<file path="config.mk">
export PLATFORM = sky130hd
export DESIGN_NAME = lock_seq_ctrl
export DESIGN_NICKNAME = d
export VERILOG_FILES = /design/src/rtl/lock_seq_ctrl.sv
export SDC_FILE = /design/constraint.sdc
export NUM_CORES = 1
export LEC_CHECK = 0
export CAP_MARGIN = 10
export CORE_ASPECT_RATIO = 0.6
export CORE_MARGIN = 10
export CORE_UTILIZATION = 51
export CTS_CLUSTER_DIAMETER = 40
export CTS_CLUSTER_SIZE = 16
export DETAILED_ROUTE_END_ITERATION = 8
export PLACE_DENSITY = 0.81
export SLEW_MARGIN = 20
export SYNTH_ARGS = -nofsm -noshare
export SYNTH_HDL_FRONTEND = slang
export SYNTH_SLANG_ARGS = --single-unit
</file>
<file path="constraint.sdc">
create_clock -name clock -period 3.8 [get_ports clock]
set_input_delay 0.57 -clock clock [delete_from_list [all_inputs] [get_ports clock]]
set_output_delay 0.57 -clock clock [all_outputs]
set_load 0.02 [all_outputs]
</file>
<file path="src/rtl/lock_seq_ctrl.sv">
// Combination-lock sequencer: collects keypad digits, compares them against the
// stored code, counts failed attempts and enforces a timed lockout.
module lock_seq_ctrl #(
    parameter int                      NUM_DIGITS     = 6,
    parameter int                      MAX_FAILS      = 3,
    parameter int                      LOCKOUT_CYCLES = 16,
    parameter logic [4*NUM_DIGITS-1:0] DEFAULT_CODE   = 24'h123456
) (
    input  logic                                 clock,
    input  logic                                 reset,
    input  logic [3:0]                           digit_in,
    input  logic                                 digit_valid,
    input  logic                                 relock,
    input  logic                                 cfg_we,
    input  logic [4*NUM_DIGITS-1:0]              cfg_code,
    output logic [1:0]                           msg_sel,
    output logic [$clog2(NUM_DIGITS+1)-1:0]      entry_cnt,
    output logic [3:0]                           last_digit,
    output logic                                 digit_err,
    output logic [$clog2(MAX_FAILS+1)-1:0]       fail_cnt,
    output logic                                 cfg_ack
);

    localparam int CW = 4 * NUM_DIGITS;
    localparam int EW = $clog2(NUM_DIGITS + 1);
    localparam int FW = $clog2(MAX_FAILS + 1);
    localparam int TW = (LOCKOUT_CYCLES > 1) ? $clog2(LOCKOUT_CYCLES) : 1;

    typedef enum logic [1:0] {
        CLOSED  = 2'd0,
        OPEN    = 2'd1,
        ERROR   = 2'd2,
        LOCKOUT = 2'd3
    } state_t;

    state_t          state, state_n;
    logic [EW-1:0]   entry_n;
    logic [3:0]      last_n;
    logic            err_n;
    logic [FW-1:0]   fail_n;
    logic            ack_n;
    logic            match, match_n;
    logic [TW-1:0]   timer, timer_n;
    logic [CW-1:0]   code, code_n;
    logic [3:0]      code_nib;
    logic            match_acc;
    logic [FW-1:0]   fail_inc;

    function automatic logic all_bcd(input logic [CW-1:0] c);
        logic ok;
        ok = 1'b1;
        for (int i = 0; i < NUM_DIGITS; i++) begin
            if (c[4*i +: 4] > 4'd9) ok = 1'b0;
        end
        return ok;
    endfunction

    assign msg_sel = state;

    // The first digit of an attempt is compared against the most significant nibble.
    always_comb begin
        code_nib = 4'h0;
        for (int i = 0; i < NUM_DIGITS; i++) begin
            if (entry_cnt == EW'(NUM_DIGITS - 1 - i)) code_nib = code[4*i +: 4];
        end
    end

    assign match_acc = match & (digit_in == code_nib);
    assign fail_inc  = (fail_cnt < FW'(MAX_FAILS)) ? fail_cnt + FW'(1) : fail_cnt;

    always_ff @(posedge clock) begin
        if (!reset) begin
            state      <= CLOSED;
            entry_cnt  <= '0;
            last_digit <= 4'h0;
            digit_err  <= 1'b0;
            fail_cnt   <= '0;
            cfg_ack    <= 1'b0;
            match      <= 1'b1;
            timer      <= '0;
            code       <= DEFAULT_CODE;
        end else begin
            state      <= state_n;
            entry_cnt  <= entry_n;
            last_digit <= last_n;
            digit_err  <= err_n;
            fail_cnt   <= fail_n;
            cfg_ack    <= ack_n;
            match      <= match_n;
            timer      <= timer_n;
            code       <= code_n;
        end
    end

    always_comb begin
        state_n = state;
        entry_n = entry_cnt;
        last_n  = last_digit;
        err_n   = 1'b0;
        fail_n  = fail_cnt;
        ack_n   = 1'b0;
        match_n = match;
        timer_n = timer;
        code_n  = code;
        case (state)
            CLOSED: begin
                if (relock) begin
                    entry_n = '0;
                    match_n = 1'b1;
                end else if (digit_valid) begin
                    if (digit_in > 4'd9) begin
                        err_n = 1'b1;
                    end else begin
                        last_n = digit_in;
                        if (entry_cnt == EW'(NUM_DIGITS - 1)) begin
                            // Attempt complete: verdict only now, never early.
                            entry_n = '0;
                            match_n = 1'b1;
                            if (match_acc) begin
                                state_n = OPEN;
                                fail_n  = '0;
                            end else begin
                                fail_n = fail_inc;
                                if (fail_inc == FW'(MAX_FAILS)) begin
                                    state_n = LOCKOUT;
                                    timer_n = TW'(LOCKOUT_CYCLES - 1);
                                end else begin
                                    state_n = ERROR;
                                end
                            end
                        end else begin
                            entry_n = entry_cnt + EW'(1);
                            match_n = match_acc;
                        end
                    end
                end
            end
            OPEN: begin
                if (relock) begin
                    state_n = CLOSED;
                    match_n = 1'b1;
                end else if (cfg_we && all_bcd(cfg_code)) begin
                    code_n = cfg_code;
                    ack_n  = 1'b1;
                end
            end
            ERROR: begin
                if (relock) state_n = CLOSED;
            end
            LOCKOUT: begin
                if (timer == '0) begin
                    state_n = CLOSED;
                    fail_n  = '0;
                end else begin
                    timer_n = timer - TW'(1);
                end
            end
            default: state_n = CLOSED;
        endcase
    end

endmodule

</file>
==> flow_summary.toml <==
[layout]
multi_input_area_sq_mm = 0.00134
antenna_cells = 0
seq_area_sq_um = 841
post_route_cells_drive_above_1_share = 0.0997
growth_of_design_area_from_synthesis_to_finish_pct = 26.8
fillers = 347
nNetsFinal = 339

[logic_synthesis]
number_of_storage_elements_in_the_synthesis_netlist = 42
mappedNetlistNets = 293
postSynthCellCount = 254
synthFlopType = "sky130_fd_sc_hd__dfxtp_1"
synth-seq-area-share = 0.368
yosys_warnings = 0
async_flop_share = 0
synth_enable_flop_cells = 0
postSynthAreaPerCell_sq_um = 8.99
library_cells_used_by_synthesis = 53
area_of_the_mapped_netlist_sq_mm = 0.00228

[critical_path]
path_class = "register to register"
reg2reg_slack_ns = 0.91
rr_startpoint = "entry_cnt[0]"
start_kind = "register"
worst_r2r_endpoint = "timer[0]"
ff2ff_path_depth = 8
crit_fanout = 23
cp_data_arrival_time_ns = 3.08
critical_path_required_ns = 3.99
crit_path_end_kind = "register"

[sta]
clock.fmax_ghz = 0.346
rsz_0062_raised_after_global_routing = "no"
report.final.setup_viol = 0
timing.setup.tns_ns = 0
slew-limit-headroom = 0.631
clock_skew_ns = 0.00442
final_max_slew_viol_count = 0
final_hold_viol_count = 0
tightest_slew_ns = 0.552
final_period_minus_worst_setup_slack_ns = 2.89
fin_crit_sh = 0.761

[clock_network]
hold_buffers = 0
cts_resized = 0
worst_skew_pair.late_latency_ns = 0.29
cts_htree_levels = 2
numCtsBuffers = 5
clkSinkCount = 42
cts.reportedPaths.clkPinSlew_ns = 0.08
clk_path_buf_depth = 2
tritoncts = "yes"
root_buffer_master = "sky130_fd_sc_hd__clkbuf_8"
postCtsSetupRepairBufs = 0

[status]
run_status = "completed"

[floorplanning]
die_area_sq_mm = 0.00764
top_level_ports = 46
die_w_um = 106
die_height_um = 71.8
start_util = 0.542
placementRows = 18
core-area_sq_mm = 0.00421

[placed_design]
globalplace.congestion = 0.836
detailed_place_hpwl_um = 4730
numPortBuffers = 45

[drt]
wl_per_cell_um = 17.0
first_pass_iters = 4
drt_first_iter_violations = 160
vias_per_cell = 5.73
count_of_unresolved_drc_violations_after_routing = 0
vias = 2069
wl_um = 6150
drt.antenna.violating_nets = 0

[global_routing]
antenna_found_initial = 0
first_pass_grt_wire_length_um = 10200
overall_fraction_of_global_route_tracks_in_use = 0.163
vias_in_the_first_global_route = 1980
pin_count_of_the_biggest_net_entering_global_routing = 29
global_route.overflow_total = 0

[power_and_ir_drop]
power.leakage_uw = 0.00102
finalPower_uw = 891
p_per_area_mw_per_mm2 = 308
worst_ir_drop_vdd_mv = 0.180

[worst_hold_path]
whs_endpoint = "code[13]"
holdCritPathClass = "register to register"
worst_hold_path.num_cells = 2
timing.hold.worst.start = "code[13]"

[run]
cap_violations = 0
-- critical path, stage by stage, from the launching register on --
cell and delay [ns]:
sky130_fd_sc_hd__dfxtp_1 0.37, sky130_fd_sc_hd__buf_4 0.30, sky130_fd_sc_hd__mux2_2 0.38, sky130_fd_sc_hd__a221oi_1 0.46, sky130_fd_sc_hd__o21ai_0 0.15, sky130_fd_sc_hd__o2111a_1 0.20
sky130_fd_sc_hd__a311o_1 0.46, sky130_fd_sc_hd__mux2i_1 0.16, sky130_fd_sc_hd__a2111oi_2 0.32
-- cell usage after synthesis (2+ instances only) --
cell | instances | area [sq um]
sky130_fd_sc_hd__dfxtp_1 | 42 | 841
sky130_fd_sc_hd__mux2i_1 | 33 | 330
sky130_fd_sc_hd__nor2_1 | 29 | 109
sky130_fd_sc_hd__nand2_1 | 24 | 90.1
sky130_fd_sc_hd__o21ai_0 | 16 | 80.1
sky130_fd_sc_hd__a21oi_1 | 13 | 65.1
sky130_fd_sc_hd__inv_1 | 8 | 30.0
sky130_fd_sc_hd__ha_1 | 6 | 75.1
sky130_fd_sc_hd__nand2b_1 | 5 | 31.3
sky130_fd_sc_hd__or3_1 | 5 | 31.3
sky130_fd_sc_hd__buf_2 | 4 | 20.0
sky130_fd_sc_hd__clkbuf_1 | 4 | 15.0
sky130_fd_sc_hd__and2_1 | 3 | 18.8
sky130_fd_sc_hd__buf_6 | 3 | 33.8
sky130_fd_sc_hd__mux2_2 | 3 | 33.8
sky130_fd_sc_hd__nand3_1 | 3 | 15.0
sky130_fd_sc_hd__nand4_1 | 3 | 18.8
sky130_fd_sc_hd__nor3_1 | 3 | 15.0
sky130_fd_sc_hd__a211oi_1 | 2 | 15.0
sky130_fd_sc_hd__and3_1 | 2 | 12.5
sky130_fd_sc_hd__mux2_4 | 2 | 30.0
sky130_fd_sc_hd__nand3b_1 | 2 | 15.0
sky130_fd_sc_hd__nor2b_1 | 2 | 12.5
sky130_fd_sc_hd__nor3b_1 | 2 | 15.0
sky130_fd_sc_hd__nor4_1 | 2 | 12.5
sky130_fd_sc_hd__o2111ai_1 | 2 | 17.5
sky130_fd_sc_hd__o221ai_2 | 2 | 30.0
sky130_fd_sc_hd__o22ai_1 | 2 | 12.5
sky130_fd_sc_hd__o32ai_1 | 2 | 17.5
sky130_fd_sc_hd__o41ai_1 | 2 | 17.5
-- layout by cell type, fill, tap and decap left out, drive strengths merged, types with 5 or more instances in the layout --
cell type / Yosys / routed
nand2: 24 / 24
nand2b: 5 / 5
inv: 9 / 9
clkdlybuf4s50: 0 / 45
or3: 5 / 5
o21ai: 16 / 16
mux2i: 33 / 33
clkbuf: 4 / 5
ha: 6 / 6
dfxtp: 42 / 42
buf: 8 / 6
mux2: 5 / 5
nor2: 29 / 29
a21oi: 13 / 13
-- report_power, final --
part           internal (uW)  switching, uW  total [uW]  leakage [uW]
logic                   50.4           46.7        97.1      0.000619
registers                443           1.65         444      0.000339
clock network            194            157         350     0.0000579
total                    687            205         891       0.00102
-- state kept, by name (all words and copies together) (netlist names) --
signal and flops:
cfg_ack 1, code 24, digit_err 1, entry_cnt 3, fail_cnt 2, last_digit 4
match 1, msg_sel 2, timer 4
-- cells by family after synthesis --
kind of cell               after synthesis  share of synthesized area
and+or+nand+nor                         91                      0.199
DFF                                     42                      0.368
buffers and inverters                   21                     0.0466
AOI/OAI and AO/OA                       56                      0.181
adders and majority gates                6                     0.0329
muxes                                   38                      0.173
-- per-stage QoR --
step | setup slack (ns) | instance area, sq um | util | hold slack [ns] | instances
floorplan | 0.817 | 2280 | - | 0.436 | 254
global placement | 1.05 | 2790 | 0.662 | 0.451 | 353
detailed placement | 0.960 | 2790 | 0.662 | 0.455 | 353
CTS | 0.928 | 2900 | 0.687 | 0.477 | 361
global route | 0.784 | 2900 | 0.687 | 0.504 | 361
finish | 0.908 | 2900 | 0.687 | 0.478 | 361
-- layer usage --
| metal | track usage | up-vias | part of all wire |
|---|---|---|---|
| met1 | 0.233 | 968 | 0.51 |
| li1 | - | 1022 | - |
| met4 | 0.0374 | 0 | 0.011 |
| met2 | 0.234 | 73 | 0.41 |
| met3 | 0.0464 | 6 | 0.073 |
| met5 | 0 | - | 0 |
-- layout make-up --
class,count,area share
sequential,42,0.290
timing repair buffer,51,0.171
tap,60,0.0259
clock buffer,5,0.0238
multi-input combinational,191,0.463
inverter,9,0.0117
clock inverter,3,0.0138
-- worst max path at each step --
stage / start / end / slack, ns / depth (start not counted)
3_3_place_gp: entry_cnt[0] / timer[0] / 1.05 / 8
3_5_place_dp: entry_cnt[0] / timer[0] / 0.96 / 8
5_1_grt: entry_cnt[0] / timer[0] / 0.78 / 8
4_1_cts: entry_cnt[0] / timer[0] / 0.93 / 8
2_1_floorplan: entry_cnt[0] / timer[0] / 0.82 / 11
6_report: entry_cnt[0] / timer[0] / 0.91 / 8
Power figures use the tool's default switching activity.
==> edit 1, RTL diff (same flow settings) <==
`MAX_FAILS`: 3 -> 6.
--- a/src/rtl/lock_seq_ctrl.sv
+++ b/src/rtl/lock_seq_ctrl.sv
@@ -4,3 +4,3 @@
     parameter int                      NUM_DIGITS     = 6,
-    parameter int                      MAX_FAILS      = 3,
+    parameter int                      MAX_FAILS      = 6,
     parameter int                      LOCKOUT_CYCLES = 16,
Interface: changed (resized fail_cnt); port bits go from 46 to 47. The function was not compared with the original's and may differ.
==> edit 1 against the unedited design <==
- clock power decreased by 15%
- non-clock buffer count rose by 1
- global-route usage is 0.87 points higher
- synthesized cell count grew 14%
- utilization fell by 2.4 points
- sequential cell count increased by 1
- final area rose by 5.1%
- area after synthesis rose by 6.5%
- setup slack got worse by 0.15 ns
- die area grew 5.0%
- wire length rose by 9.4%
- total power decreased by 3.7%
==> edit 1: results (changes against the unedited design) <==
outcome:
  outcome: "finished, final reports clean"
power:
  leakage_nw: 1.06  # +4.3%
  max-vdd-ir-drop_v: 0.000155  # -14%
worst_setup_path:
  path_delay_family: "simple AND/OR/NAND/NOR gates"
  cpPeakStageDelay_ns: 0.62  # +0.16 ns
  reg2reg_from: "entry_cnt[2]$_SDFFE_PN0P_"
  cp-endpoint: "timer[3]$_SDFFE_PN0P_"
  cp_max_fo: 17  # -26%
  arrival_ns: 3.27  # +0.19 ns
  reg2reg_slack_ns: 0.76  # -0.15 ns
  slowest_stage: "dfxtp_1"
  rr_worst_depth: 9  # +1
routing:
  wl_met2_um: 2810  # +13%
  via_count: 2344  # +13%
  wl_met1_um: 3210  # +2.3%
  drt_iter0_markers: 192  # +20%
  dr.pass1.iters: 5  # +1
  drt-total-wl_um: 6730  # +9.4%
  routed-wl-met3_um: 640  # +43%
global_routing:
  grt_pass1_vias: 2227  # +12%
  grtUsageMet2: 0.253  # +0.0195
  grt_max_degree: 27  # -6.9%
  antenna_found_initial: 0  # unchanged
  grt_pass1_wl_um: 11000  # +8.2%
  use_met1: 0.230  # -0.00272
  met3_usage: 0.0594  # +0.0130
  grt_usage: 0.172  # +0.00874
cells_and_area:
  n_fill_cell: 369  # +6.3%
  drive_gt1_frac: 0.0571  # -0.0426
  reg_top3: "code x24, last_digit x4, timer x4"
  fin_nets: 373  # +10%
  antenna-diode-count: 0  # unchanged
  post-route-cell-area_um2: 3040  # +5.1%
  finalNonFillerCells: 396  # +9.7%
cts:
  clk_latency_ns: 0.30
  holdBufCountCts: 0  # unchanged
  cts_root_buf: "clkbuf_8"
  numCtsBuffers: 5  # unchanged
  post-cts-setup-buffers: 0  # unchanged
  cts-htree-levels: 2  # unchanged
logic_synthesis:
  ys_seq_area_frac: 0.354  # -0.0143
  synth-edff-count: 0  # unchanged
  ys_top_cells_by_area: "dfxtp_1, mux2i_1, nor2_1"
  synth_nets: 329  # +12%
  synth_cell_types: 51  # -3.8%
  ys_top_cells_by_count: "dfxtp_1, nor2_1, mux2i_1"
  synth_cells: 289  # +14%
hold_path:
  hold_depth: 2  # unchanged
  holdPathEnd: "last_digit[0]$_SDFFE_PN0P_"
  min_from: "last_digit[0]$_SDFFE_PN0P_"
placed_design:
  dp_hpwl_um: 5160  # +9.2%
  portBuffers: 46  # +2.2%
  post-place-ws_ns: 0.824  # -0.136 ns
  dp_cells: 389  # +10%
  gp_congestion: 0.903  # +8.0%
sta:
  whs_ns: 0.462  # -0.0159 ns
  worstMarginPinSlew_ns: 0.496  # -0.0561 ns
  finalClockSkew_ns: 0.00742  # +0.00300 ns
  period_needed_ns: 3.04  # +0.148 ns
-- edit 1: cell count changes in the layout (fill, tap and decap cells not counted), moves of 4 or more --
cell     unedited run  this run
nor3_1              2         7
nor3b_1             2         6
nand3_1             3        10
mux2i_1            33        29
-- edit 1: logic make-up after synthesis --
family | count (synthesis) | share of synthesized area
xor gates and xnor gates | 1 | 0.00360
adders and majority gates | 7 | 0.0360
and+or+nand+nor | 111 | 0.236
muxes | 33 | 0.138
AOI/OAI and AO/OA | 69 | 0.190
DFF | 43 | 0.354
buffers and inverters | 25 | 0.0427
-- edit 1: report_power, final --
group | internal [mW] | switching, mW
sequential | 0.453 | 0.00212
clock | 0.143 | 0.156
combinational | 0.0532 | 0.0516
-- edit 1: area by class of cell --
type | count | share of cell area
multi-input cells | 221 | 0.484
flip-flops and latches | 43 | 0.283
repair buffers | 52 | 0.166
clock buffers | 6 | 0.0271
well taps | 63 | 0.0259
inverters | 10 | 0.0123
clock inverters | 1 | 0.00164
==> edit 2, RTL diff (same settings) <==
Made on the original files. Make the reset (`reset`) asynchronous in one clocked block.
--- a/src/rtl/lock_seq_ctrl.sv
+++ b/src/rtl/lock_seq_ctrl.sv
@@ -70,3 +70,3 @@
 
-    always_ff @(posedge clock) begin
+    always_ff @(posedge clock or negedge reset) begin
         if (!reset) begin
Formal check against the unedited RTL: differs if reset is asserted again (counterexample within 4 cycles, from zero or initial values and one cycle with reset low); with reset held inactive, the same outputs for 10 cycles.
==> edit 2 against the unedited design <==
- sequential cell count is the same
- sequential share of layout area increased by 7.7 points
- final area is essentially flat
- area after synthesis is 0.88% higher
- wire length shrank 11%
- setup slack worse by 0.042 ns
- utilization shrank 0.42 points
- critical path type unchanged
- critical endpoint is now fail_cnt[0]$_DFFE_PN0P_
Power is not compared: it rests on default switching activity, and its combinational part moved more than twofold at a synthesized area within 25%.
==> edit 2: results (changes against the unedited design) <==
placed_design:
  placed_area_um2: 2810  # +0.94%
  dp_hpwl_um: 4250  # -10%
  post-place-ws_ns: 0.913  # -0.0471 ns
  dp_cells: 312  # -12%
  gp_congestion: 0.872  # +4.3%
routing:
  vias_per_cell: 5.54  # -3.3%
  wl_met2_um: 2050  # -18%
  routed-wl-met3_um: 482  # +7.8%
  via_count: 1774  # -14%
  drt-total-wl_um: 5480  # -11%
  drt_iter0_markers: 126  # -21%
  wl_met1_um: 2890  # -7.7%
logic_synthesis:
  ys_top_cells_by_count: "dfrtp_1, mux2_2, o21ai_0"
  yosys.area_share.adder: 0.0326  # -0.000286
  ys_top_cells_by_area: "dfrtp_1, mux2_2, dfstp_2"
  async_flop_share: 1.00  # +1.00
  synth_cell_types: 49  # -7.5%
  synthMuxAreaShare: 0.178  # +0.00502
  synth_nets: 251  # -14%
  ys_seq_area_frac: 0.462  # +0.0935
  synth.avg_cell_area_um2: 10.9  # +21%
  synth_compound_area_frac: 0.153  # -0.0282
  synth-xor-area-share: 0.0114  # +0.0114
power:
  seq_power_uw: 660
  max-vdd-ir-drop_v: 0.000498
  p_sw_frac: 0.372
worst_setup_path:
  reg2reg_slack_ns: 0.87  # -0.04 ns
  arrival_ns: 3.12  # +0.04 ns
  reg2reg_from: "entry_cnt[2]$_DFFE_PN0P_"
  cp_max_fo: 16  # -30%
  cp-endpoint: "fail_cnt[0]$_DFFE_PN0P_"
  crit_type: "reg2reg"
  rr_worst_depth: 9  # +1
global_routing:
  use_met1: 0.227  # -0.00605
  grt_max_degree: 43  # +48%
  met3_usage: 0.0520  # +0.00560
  grt_usage: 0.154  # -0.00890
  grtUsageMet2: 0.196  # -0.0381
  grt_pass1_wl_um: 9450  # -6.9%
hold_path:
  hold_class: "in2async"
sta:
  whs_ns: 0.411  # -0.0661 ns
  finalClockSkew_ns: 0.00603  # +0.00161 ns
  worstMarginPinSlew_ns: 0.927  # +0.375 ns
  max_freq_ghz: 0.341  # -1.4%
cells_and_area:
  antenna-diode-count: 0  # unchanged
  reg_top3: "code x24, last_digit x4, timer x4"
  fin_nets: 298  # -12%
  n_fill_cell: 351  # +1.2%
  drive_gt1_frac: 0.212  # +0.112
outcome:
  outcome: "finished, final reports clean"
cts:
  cts_root_buf: "clkbuf_8"
[edit 2: cell types whose count changed in the layout (fill, tap and decap cells not counted), moves of 16 or more]
cell,change
dfrtp_1,+32
dfxtp_1,-42
mux2_2,+28
mux2i_1,-27
nand2_1,-16
nor2_1,-16
[edit 2: area by class of cell]
type / count / area [µm²] / share of cell area
Clock buffer: 8 / 80.1 / 0.0277
Tap cell: 60 / 75.1 / 0.0260
Timing Repair Buffer: 48 / 468 / 0.162
Multi-Input combinational cell: 151 / 1160 / 0.403
Sequential cell: 42 / 1060 / 0.368
Inverter: 11 / 41.3 / 0.0143
[edit 2: worst max-delay path, stage by stage, from the launching register on]
cell      delay, ns
dfrtp_1        0.64
inv_1          0.17
ha_1           0.28
nor3b_1        0.37
a221o_1        0.24
mux2_2         0.34
a211oi_2       0.22
and3_2         0.27
a21oi_2        0.04
a211o_1        0.25
